### config.mk
export PLATFORM = sky130hd
export DESIGN_NAME = controller
export DESIGN_NICKNAME = d
export VERILOG_FILES = /design/src/rtl/ctrl_pkg.sv /design/src/rtl/cond_logic.sv /design/src/rtl/controller.sv
export SDC_FILE = /design/constraint.sdc
export NUM_CORES = 1
export LEC_CHECK = 0
export BUFFER_PORTS_ARGS = -buffer_cell sky130_fd_sc_hd__buf_4
export CAP_MARGIN = 15
export CORE_MARGIN = 3
export CORE_UTILIZATION = 45
export CTS_BUF_LIST = sky130_fd_sc_hd__clkbuf_8 sky130_fd_sc_hd__clkbuf_16
export DETAILED_ROUTE_END_ITERATION = 10
export PLACE_DENSITY = 0.7
export SYNTH_ARGS = -nofsm -noshare
export SYNTH_HDL_FRONTEND = slang
export SYNTH_HIERARCHICAL = 1
export SYNTH_SLANG_ARGS = --single-unit
### constraint.sdc
create_clock -name clk -period 2.7 [get_ports clk]
set_input_delay 0.27 -clock clk [delete_from_list [all_inputs] [get_ports clk]]
set_output_delay 0.27 -clock clk [all_outputs]
set_load 0.03 [all_outputs]
### src/rtl/ctrl_pkg.sv
// Shared encodings for the single-cycle ARM-subset controller:
// instruction classes, ALU commands, condition codes and mux selects.
package ctrl_pkg;

    typedef enum logic [1:0] {
        OP_DP  = 2'b00,
        OP_MEM = 2'b01,
        OP_BR  = 2'b10,
        OP_UND = 2'b11
    } op_t;

    typedef enum logic [1:0] {
        ALU_ADD = 2'b00,
        ALU_SUB = 2'b01,
        ALU_AND = 2'b10,
        ALU_ORR = 2'b11
    } alu_ctrl_t;

    localparam logic [3:0] CMD_ADD = 4'b0100;
    localparam logic [3:0] CMD_SUB = 4'b0010;
    localparam logic [3:0] CMD_AND = 4'b0000;
    localparam logic [3:0] CMD_ORR = 4'b1100;

    localparam logic [3:0] COND_EQ = 4'b0000;
    localparam logic [3:0] COND_NE = 4'b0001;
    localparam logic [3:0] COND_CS = 4'b0010;
    localparam logic [3:0] COND_CC = 4'b0011;
    localparam logic [3:0] COND_MI = 4'b0100;
    localparam logic [3:0] COND_PL = 4'b0101;
    localparam logic [3:0] COND_VS = 4'b0110;
    localparam logic [3:0] COND_VC = 4'b0111;
    localparam logic [3:0] COND_HI = 4'b1000;
    localparam logic [3:0] COND_LS = 4'b1001;
    localparam logic [3:0] COND_GE = 4'b1010;
    localparam logic [3:0] COND_LT = 4'b1011;
    localparam logic [3:0] COND_GT = 4'b1100;
    localparam logic [3:0] COND_LE = 4'b1101;
    localparam logic [3:0] COND_AL = 4'b1110;

    localparam logic [1:0] IMM_DP  = 2'b00;
    localparam logic [1:0] IMM_MEM = 2'b01;
    localparam logic [1:0] IMM_BR  = 2'b10;

    localparam logic [1:0] REGSRC_DP  = 2'b00;
    localparam logic [1:0] REGSRC_BR  = 2'b01;
    localparam logic [1:0] REGSRC_STR = 2'b10;

endpackage

### src/rtl/cond_logic.sv
// Architectural NZCV register, condition evaluation, write-enable gating
// and the retired-instruction counter.
module cond_logic
    import ctrl_pkg::*;
#(
    parameter int CNT_W = 32
) (
    input  logic             clk,
    input  logic             reset,
    input  logic [3:0]       cond,
    input  logic [3:0]       alu_flags,
    input  logic [1:0]       flag_w,
    input  logic             reg_w,
    input  logic             mem_w,
    input  logic             pcs,
    output logic             reg_write,
    output logic             mem_write,
    output logic             pc_src,
    output logic [3:0]       flags,
    output logic [CNT_W-1:0] inst_ret
);

    logic n, z, c, v;
    logic cond_ex;

    assign {n, z, c, v} = flags;

    always_comb begin
        cond_ex = 1'b0;
        case (cond)
            COND_EQ: cond_ex = z;
            COND_NE: cond_ex = ~z;
            COND_CS: cond_ex = c;
            COND_CC: cond_ex = ~c;
            COND_MI: cond_ex = n;
            COND_PL: cond_ex = ~n;
            COND_VS: cond_ex = v;
            COND_VC: cond_ex = ~v;
            COND_HI: cond_ex = c & ~z;
            COND_LS: cond_ex = ~c | z;
            COND_GE: cond_ex = (n == v);
            COND_LT: cond_ex = (n != v);
            COND_GT: cond_ex = ~z & (n == v);
            COND_LE: cond_ex = z | (n != v);
            COND_AL: cond_ex = 1'b1;
            default: cond_ex = 1'b0;
        endcase
    end

    // Reset suppresses every architectural write, even for an executing instruction.
    assign reg_write = reg_w & cond_ex & ~reset;
    assign mem_write = mem_w & cond_ex & ~reset;
    assign pc_src    = pcs   & cond_ex & ~reset;

    always_ff @(posedge clk) begin
        if (reset) begin
            flags    <= 4'b0000;
            inst_ret <= '0;
        end else begin
            if (flag_w[1] & cond_ex)
                flags[3:2] <= alu_flags[3:2];
            if (flag_w[0] & cond_ex)
                flags[1:0] <= alu_flags[1:0];
            if (cond_ex)
                inst_ret <= inst_ret + {{(CNT_W-1){1'b0}}, 1'b1};
        end
    end

endmodule

### src/rtl/controller.sv
// Single-cycle ARM-subset control unit: combinational main/ALU decode
// feeding the condition logic that gates all architectural writes.
module controller
    import ctrl_pkg::*;
#(
    parameter int CNT_W = 32
) (
    input  logic             clk,
    input  logic             reset,
    input  logic [19:0]      Instr,
    input  logic [3:0]       ALUFlags,
    output logic [1:0]       RegSrc,
    output logic             RegWrite,
    output logic [1:0]       ImmSrc,
    output logic             ALUSrc,
    output logic [1:0]       ALUControl,
    output logic             MemtoReg,
    output logic             MemWrite,
    output logic             PCSrc,
    output logic [3:0]       Flags,
    output logic [CNT_W-1:0] InstRet
);

    logic [3:0] cond;
    op_t        op;
    logic [5:0] funct;
    logic [3:0] rd;

    logic       reg_w_main, reg_w, mem_w, branch, alu_op, cmd_ok, pcs;
    logic [1:0] flag_w;
    alu_ctrl_t  alu_ctrl;

    assign cond  = Instr[19:16];
    assign op    = op_t'(Instr[15:14]);
    assign funct = Instr[13:8];
    assign rd    = Instr[3:0];

    always_comb begin
        RegSrc     = REGSRC_DP;
        ImmSrc     = IMM_DP;
        ALUSrc     = 1'b0;
        MemtoReg   = 1'b0;
        reg_w_main = 1'b0;
        mem_w      = 1'b0;
        branch     = 1'b0;
        alu_op     = 1'b0;
        case (op)
            OP_DP: begin
                ALUSrc     = funct[5];
                reg_w_main = 1'b1;
                alu_op     = 1'b1;
            end
            OP_MEM: begin
                ImmSrc = IMM_MEM;
                ALUSrc = 1'b1;
                if (funct[0]) begin
                    MemtoReg   = 1'b1;
                    reg_w_main = 1'b1;
                end else begin
                    RegSrc = REGSRC_STR;
                    mem_w  = 1'b1;
                end
            end
            OP_BR: begin
                RegSrc = REGSRC_BR;
                ImmSrc = IMM_BR;
                ALUSrc = 1'b1;
                branch = 1'b1;
            end
            default: ;
        endcase
    end

    // Unsupported data-processing commands become harmless no-ops.
    always_comb begin
        alu_ctrl = ALU_ADD;
        cmd_ok   = 1'b1;
        if (alu_op) begin
            case (funct[4:1])
                CMD_ADD: alu_ctrl = ALU_ADD;
                CMD_SUB: alu_ctrl = ALU_SUB;
                CMD_AND: alu_ctrl = ALU_AND;
                CMD_ORR: alu_ctrl = ALU_ORR;
                default: cmd_ok   = 1'b0;
            endcase
        end
        flag_w[1] = alu_op & cmd_ok & funct[0];
        flag_w[0] = alu_op & cmd_ok & funct[0] &
                    ((alu_ctrl == ALU_ADD) || (alu_ctrl == ALU_SUB));
    end

    assign ALUControl = alu_ctrl;
    assign reg_w      = reg_w_main & cmd_ok;
    assign pcs        = branch | (reg_w & (rd == 4'hF));

    cond_logic #(
        .CNT_W(CNT_W)
    ) u_cond_logic (
        .clk       (clk),
        .reset     (reset),
        .cond      (cond),
        .alu_flags (ALUFlags),
        .flag_w    (flag_w),
        .reg_w     (reg_w),
        .mem_w     (mem_w),
        .pcs       (pcs),
        .reg_write (RegWrite),
        .mem_write (MemWrite),
        .pc_src    (PCSrc),
        .flags     (Flags),
        .inst_ret  (InstRet)
    );

endmodule

After elaboration in Yosys (flattened, before gate mapping)
Cells that the tools add are included.
{ "word_totals": {"ff_bits": 36, "latch_bits": 0, "ramBits": 0, "romBits": 0, "inputBits": 26, "out_inout_bits": 47, "word_cells": 73, "n_memories": 0} }
{ "classes": {"n_addsub": 1, "mul": 0, "div": 0, "order_cmp": 0, "eq_ne": 23, "shifts": 0, "muxes": 16, "n_bitwise": 23, "n_reduce_logical": 7} }
{ "op_table": {"columns": ["op", "count"], "rows": [
  ["4-bit equality test (second input constant)", 9],
  ["32-bit by 1-bit adder with 32-bit output (second input constant)", 1],
  ["4-bit by 3-bit equality test with 1-bit output (second input constant)", 5],
  ["1-bit AND", 15],
  ["1-bit case mux with 15 select lines", 1],
  ["4-bit by 2-bit equality test with 1-bit output (second input constant)", 3],
  ["4-bit logical NOT", 2],
  ["1-bit two-way mux", 8],
  ["2-bit case mux with 2 select lines", 2],
  ["2-bit case mux with 3 select lines", 1],
  ["1-bit inverter", 5],
  ["2-bit by 1-bit equality test with 1-bit output (second input constant)", 2],
  ["4-bit by 1-bit equality test with 1-bit output (second input constant)", 1],
  ["2-bit logical NOT", 2],
  ["2-bit two-way mux", 2],
  ["1-bit case mux with 2 select lines", 2],
  ["4-bit OR reduction", 1],
  ["1-bit OR", 3],
  ["2-bit equality test (second input constant)", 1],
  ["2-bit OR reduction", 1],
  ["1-bit equality test", 1],
  ["1-bit logical OR", 1],
  ["1-bit != test", 1]
]} }

Longest topological paths before layout
{ "depth": {"ltp_word": 9, "depth_mapped": 10, "ltp_nobuf": 7} }

Hierarchy
The synthesis kept the hierarchy.
{ "modules_own_cells": {"columns": ["module", "instances", "cells_each", "area_per_inst_um2", "seq_area_each_um2"], "rows": [
  ["cond_logic", 1, 246, 2045.7, 720.7],
  ["controller", 1, 28, 230.2, 0.0]
]} }

Least setup slack after synthesis
Ideal clock, no wire load.
{ "synth_path": {"path_kind": "reg2out", "start": "register u_cond_logic.flags[3]", "end": "output MemWrite", "arrival_time_ps": 2492, "required_ps": 2430, "setup_slack_ps": -62, "path_stages_with_launch": 9, "n_path_buf": 3, "path_cell_list": "dfxtp_1 nand2b_1 a31oi_1 o311ai_1 and3_1 buf_6 buf_2 buf_2 nor3b_1"} }
{ "synth_between": {"elab_chain_len": 5, "elab_cells_between_ends": 8, "classes_between": "eq/ne (2); mux (1); bitwise (5)"} }
{ "synth_lines": {"columns": ["element", "line", "rtl"], "rows": [
  ["from (decl)", "cond_logic.sv:19", "output logic [3:0] flags,"],
  ["from (signal assigned)", "cond_logic.sv:61", "flags[3:2] <= alu_flags[3:2];"],
  ["1-bit != test or 1-bit equality test (tied branches)", null, null],
  ["1-bit OR or 1-bit AND (tied branches)", "cond_logic.sv:44, cond_logic.sv:43", null],
  ["1-bit case mux with 15 select lines (*)", "cond_logic.sv:30", "case (cond)"],
  ["1-bit AND (*) (2 in a row)", "cond_logic.sv:52", "assign mem_write = mem_w & cond_ex & ~reset;"],
  ["to (decl)", "controller.sv:18", "output logic MemWrite,"]
]} }
Mark *: on every way between the ends. The rest lies on a longest branch, timed or not.

Worst setup path after layout
{ "layout_path": {"start": "register u_cond_logic.flags[2]", "end": "output MemWrite"} }
{ "layout_between": {"elab_chain_len": 5, "elab_cells_between_ends": 8, "classes_between": "mux (1); bitwise (7)"} }
{ "layout_lines": {"columns": ["element", "line"], "rows": [
  ["1-bit inverter", "cond_logic.sv:32, cond_logic.sv:39, cond_logic.sv:43"],
  ["1-bit AND, on equally long branches", "cond_logic.sv:43, cond_logic.sv:39"],
  ["1-bit case mux with 15 select lines (*)", "cond_logic.sv:30"],
  ["1-bit AND (*) (2 in a row)", "cond_logic.sv:52"]
]} }
Marks and branches as above.

==> metrics <==
RSZ-0062 raised after global routing false; Area Overhead vs Synth 28.6%; I/O Buffers 68; antenna diode count 0; Final Critical Period 2.53 ns; f_max 395 MHz; fin nets 370; critical path required time 2.43 ns; Die W 77.1 um; placed instance area 2830 um^2; Fill cells 462; Antenna Nets Post-Route 0; CP cell instances and3b_1 > a22oi_1 > mux2i_2 > and3_1 > buf_12 > nor3b_1 > buf_4; register area share after synthesis 31.7%; Ys Warns 6; pre-CTS setup slack 0.400 ns; Crit path buffers/inverters 2; highest metal used met4; Routed WL 5.47 mm; Post-Synthesis Cells 274; syn avg cell area 8.31 um^2; CTS tree yes; Initial Util 47.2%; Crit Path Category register to output pin; Final Slew Violations 0; initial antenna violation count 0; Hold Violations, Final 0; Design Area, Final 2930 um^2; r2r setup slk 0.43 ns; Clock Sinks 36; reg2reg path depth 7; critical path's slowest cell dfxtp_1; CTS HTree Levels 2; CP Data Arrival Time 2.26 ns; hold crit path type primary input to register; vias per cell 5.44; Die Ht 77.1 um; clock transition at the registers of the reported paths 0.07 ns; status finished clean; first drt pass iteration count 4; CTS Buf Count 5; die area 5950 um^2; launch point of the worst path u_cond_logic/flags[2]; CP Launch Type register; Post-synth top flop dfxtp_1; vias in the first global route 2062; maximum root-to-sink buffer count 2; Async SR Flop Fraction 0%; syn_nets 306; DPL Wire Length 3.80 mm; post-cts hold buffer count 0; # setup viols final 0; Routed WL per cell 13.5 um; Max-Cap Viols 0; M1 WL 2.59 mm; Top delay family on crit path simple AND/OR/NAND/NOR gates; CTS root buffer clkbuf_8; crit path to MemWrite; r2r endpoint u_cond_logic/inst_ret[16]; layout cells sized above 1 28.3%; Reg area 722 um^2; Crit. End Element output pin; # IOs 73; All-Layer GR Usage 19.1%; total gr overflow 0; CP max stage delay 0.41 ns; largest net degree at the start of global routing 53; initial DRC count 111; GP Congestion 0.712; worst slew pin tran 0.638 ns; via count 2209; pwr/cell area 383 nW/um^2; FP Rows 25; met3 wire len 347 um; Tcrit/Tclk final 93.8%; Rel. slew slack 56.8%; Yosys reg bits 36; first-pass GRT wire length 9.55 mm; unique cell type count in the Yosys netlist 50; Worst VDD drop 155 uV; Post-synth EDFFs 0; P_leak 0.00116 uW; Core ar. 4820 um^2; worst skew pair latency 0.29 ns; CP Depth 7; clk_skew 0.00508 ns; DRC 0; Worst R2R Start u_cond_logic/flags[3]; crit-path max FO 39; Synth Cell Area 2280 um^2; WL met2 2.50 mm; area of the multi-input gates 1440 um^2; final worst slack 0.167 ns
-- placed cells by master, fill, tap and decap left out, drive strengths merged, types with 4 or more instances in the layout --
| cell type | instances |
|---|---|
| buf | 72 |
| dfxtp | 36 |
| a21oi | 21 |
| nand2 | 18 |
| nor2b | 17 |
| nor2 | 14 |
| or4 | 14 |
| nand2b | 12 |
| nand3 | 11 |
| o31ai | 11 |
| inv | 10 |
| o21ai | 9 |
| nand4 | 8 |
| nor3b | 6 |
| ha | 6 |
| clkbuf | 6 |
| mux2i | 6 |
| and4 | 5 |
| xnor2 | 5 |
| and3 | 5 |
| mux2 | 5 |
| and2 | 4 |
| or3 | 4 |
| a31oi | 4 |
| nor4 | 4 |
-- per-stage QoR --
step	cells	hold WS, ns	total power [uW]	utilization [%]	TNS (ns)
global route	406	0.237	1170	60.8	0
floorplan	274	0.426	668	-	-0.187
global placement	398	0.482	731	58.8	0
CTS	406	0.243	1140	60.7	0
finish	406	0.244	1120	60.8	0
detailed placement	398	0.493	734	58.8	0
-- routing by layer --
metal / GRT usage (%) / vias up
met1: 25.6 / 1007
met5: 0 / -
li1: - / 1134
met3: 5.16 / 4
met4: 4.80 / 0
met2: 30.4 / 64
-- sequential cells by signal, indices dropped and copies added (netlist names) --
| register | flops |
|---|---|
| u_cond_logic/flags | 4 |
| u_cond_logic/inst_ret | 32 |
-- worst min-delay path by stage --
| stage | start | endpoint | slack, ns | depth (start not counted) |
|---|---|---|---|---|
| after CTS | ALUFlags[3] | u_cond_logic/flags[3] | 0.24 | 3 |
| after floorplan | ALUFlags[1] | u_cond_logic/flags[1] | 0.43 | 2 |
| final | ALUFlags[0] | u_cond_logic/flags[0] | 0.24 | 3 |
| after global routing | ALUFlags[0] | u_cond_logic/flags[0] | 0.24 | 3 |
| after detailed placement | u_cond_logic/inst_ret[21] | u_cond_logic/inst_ret[21] | 0.49 | 2 |
| after global placement | u_cond_logic/inst_ret[31] | u_cond_logic/inst_ret[31] | 0.48 | 2 |
-- cells in the mapped netlist (5+ instances only) --
master | count | share of area (%)
nor2b_1 | 16 | 4.4
nand2b_1 | 12 | 3.3
nand2_1 | 18 | 3.0
ha_1 | 6 | 3.3
o31ai_1 | 10 | 3.3
nor3b_1 | 6 | 2.0
xnor2_1 | 5 | 1.9
mux2i_1 | 6 | 2.6
nand4_1 | 8 | 2.2
nand3_1 | 11 | 2.4
dfxtp_1 | 36 | 32
and3_1 | 5 | 1.4
o21ai_0 | 9 | 2.0
or4_1 | 14 | 4.6
inv_1 | 10 | 1.6
clkbuf_1 | 7 | 1.2
nor2_1 | 14 | 2.3
and4_1 | 5 | 1.9
a21oi_1 | 20 | 4.4
mux2_2 | 5 | 2.5
-- worst register-to-register path, cell delays in order (launching register included) --
cell,delay [ns]
dfxtp_1,0.46
nand2b_1,0.12
a31oi_1,0.18
o311ai_1,0.22
and3_1,0.30
buf_12,0.18
nor4_1,0.34
mux2_2,0.37
-- logic make-up (layout without fill, tap and decap cells) --
family,after synthesis,after routing,share of synthesized area (%)
AND/OR/NAND/NOR,132,132,35.4
AO/OA/AOI/OAI,57,57,16.5
flip-flops,36,36,31.7
buffers and inverters,25,90,5.28
adder cells (fa/ha/maj),6,6,3.30
XOR/XNOR,7,7,2.69
multiplexers,11,11,5.11
-- report_power, final --
part | internal, uW | switching [uW]
Clock | 204 | 197
Sequential | 536 | 7.38
Combinational | 75.2 | 103
-- layout make-up --
type / count / share of cell area [%]
flip-flops and latches: 36 / 24.7
multi-input cells: 213 / 49.1
repair buffers: 72 / 18.9
inverters: 10 / 1.28
clock buffers: 6 / 2.82
well taps: 67 / 2.86
clock inverters: 2 / 0.342
-- what timing repair did --
item	4_1_cts	5_1_grt
gates resized for setup	0	2
buffers inserted	0	0
endpoints found under the setup margin	0	3
Power figures use the tool's default switching activity.
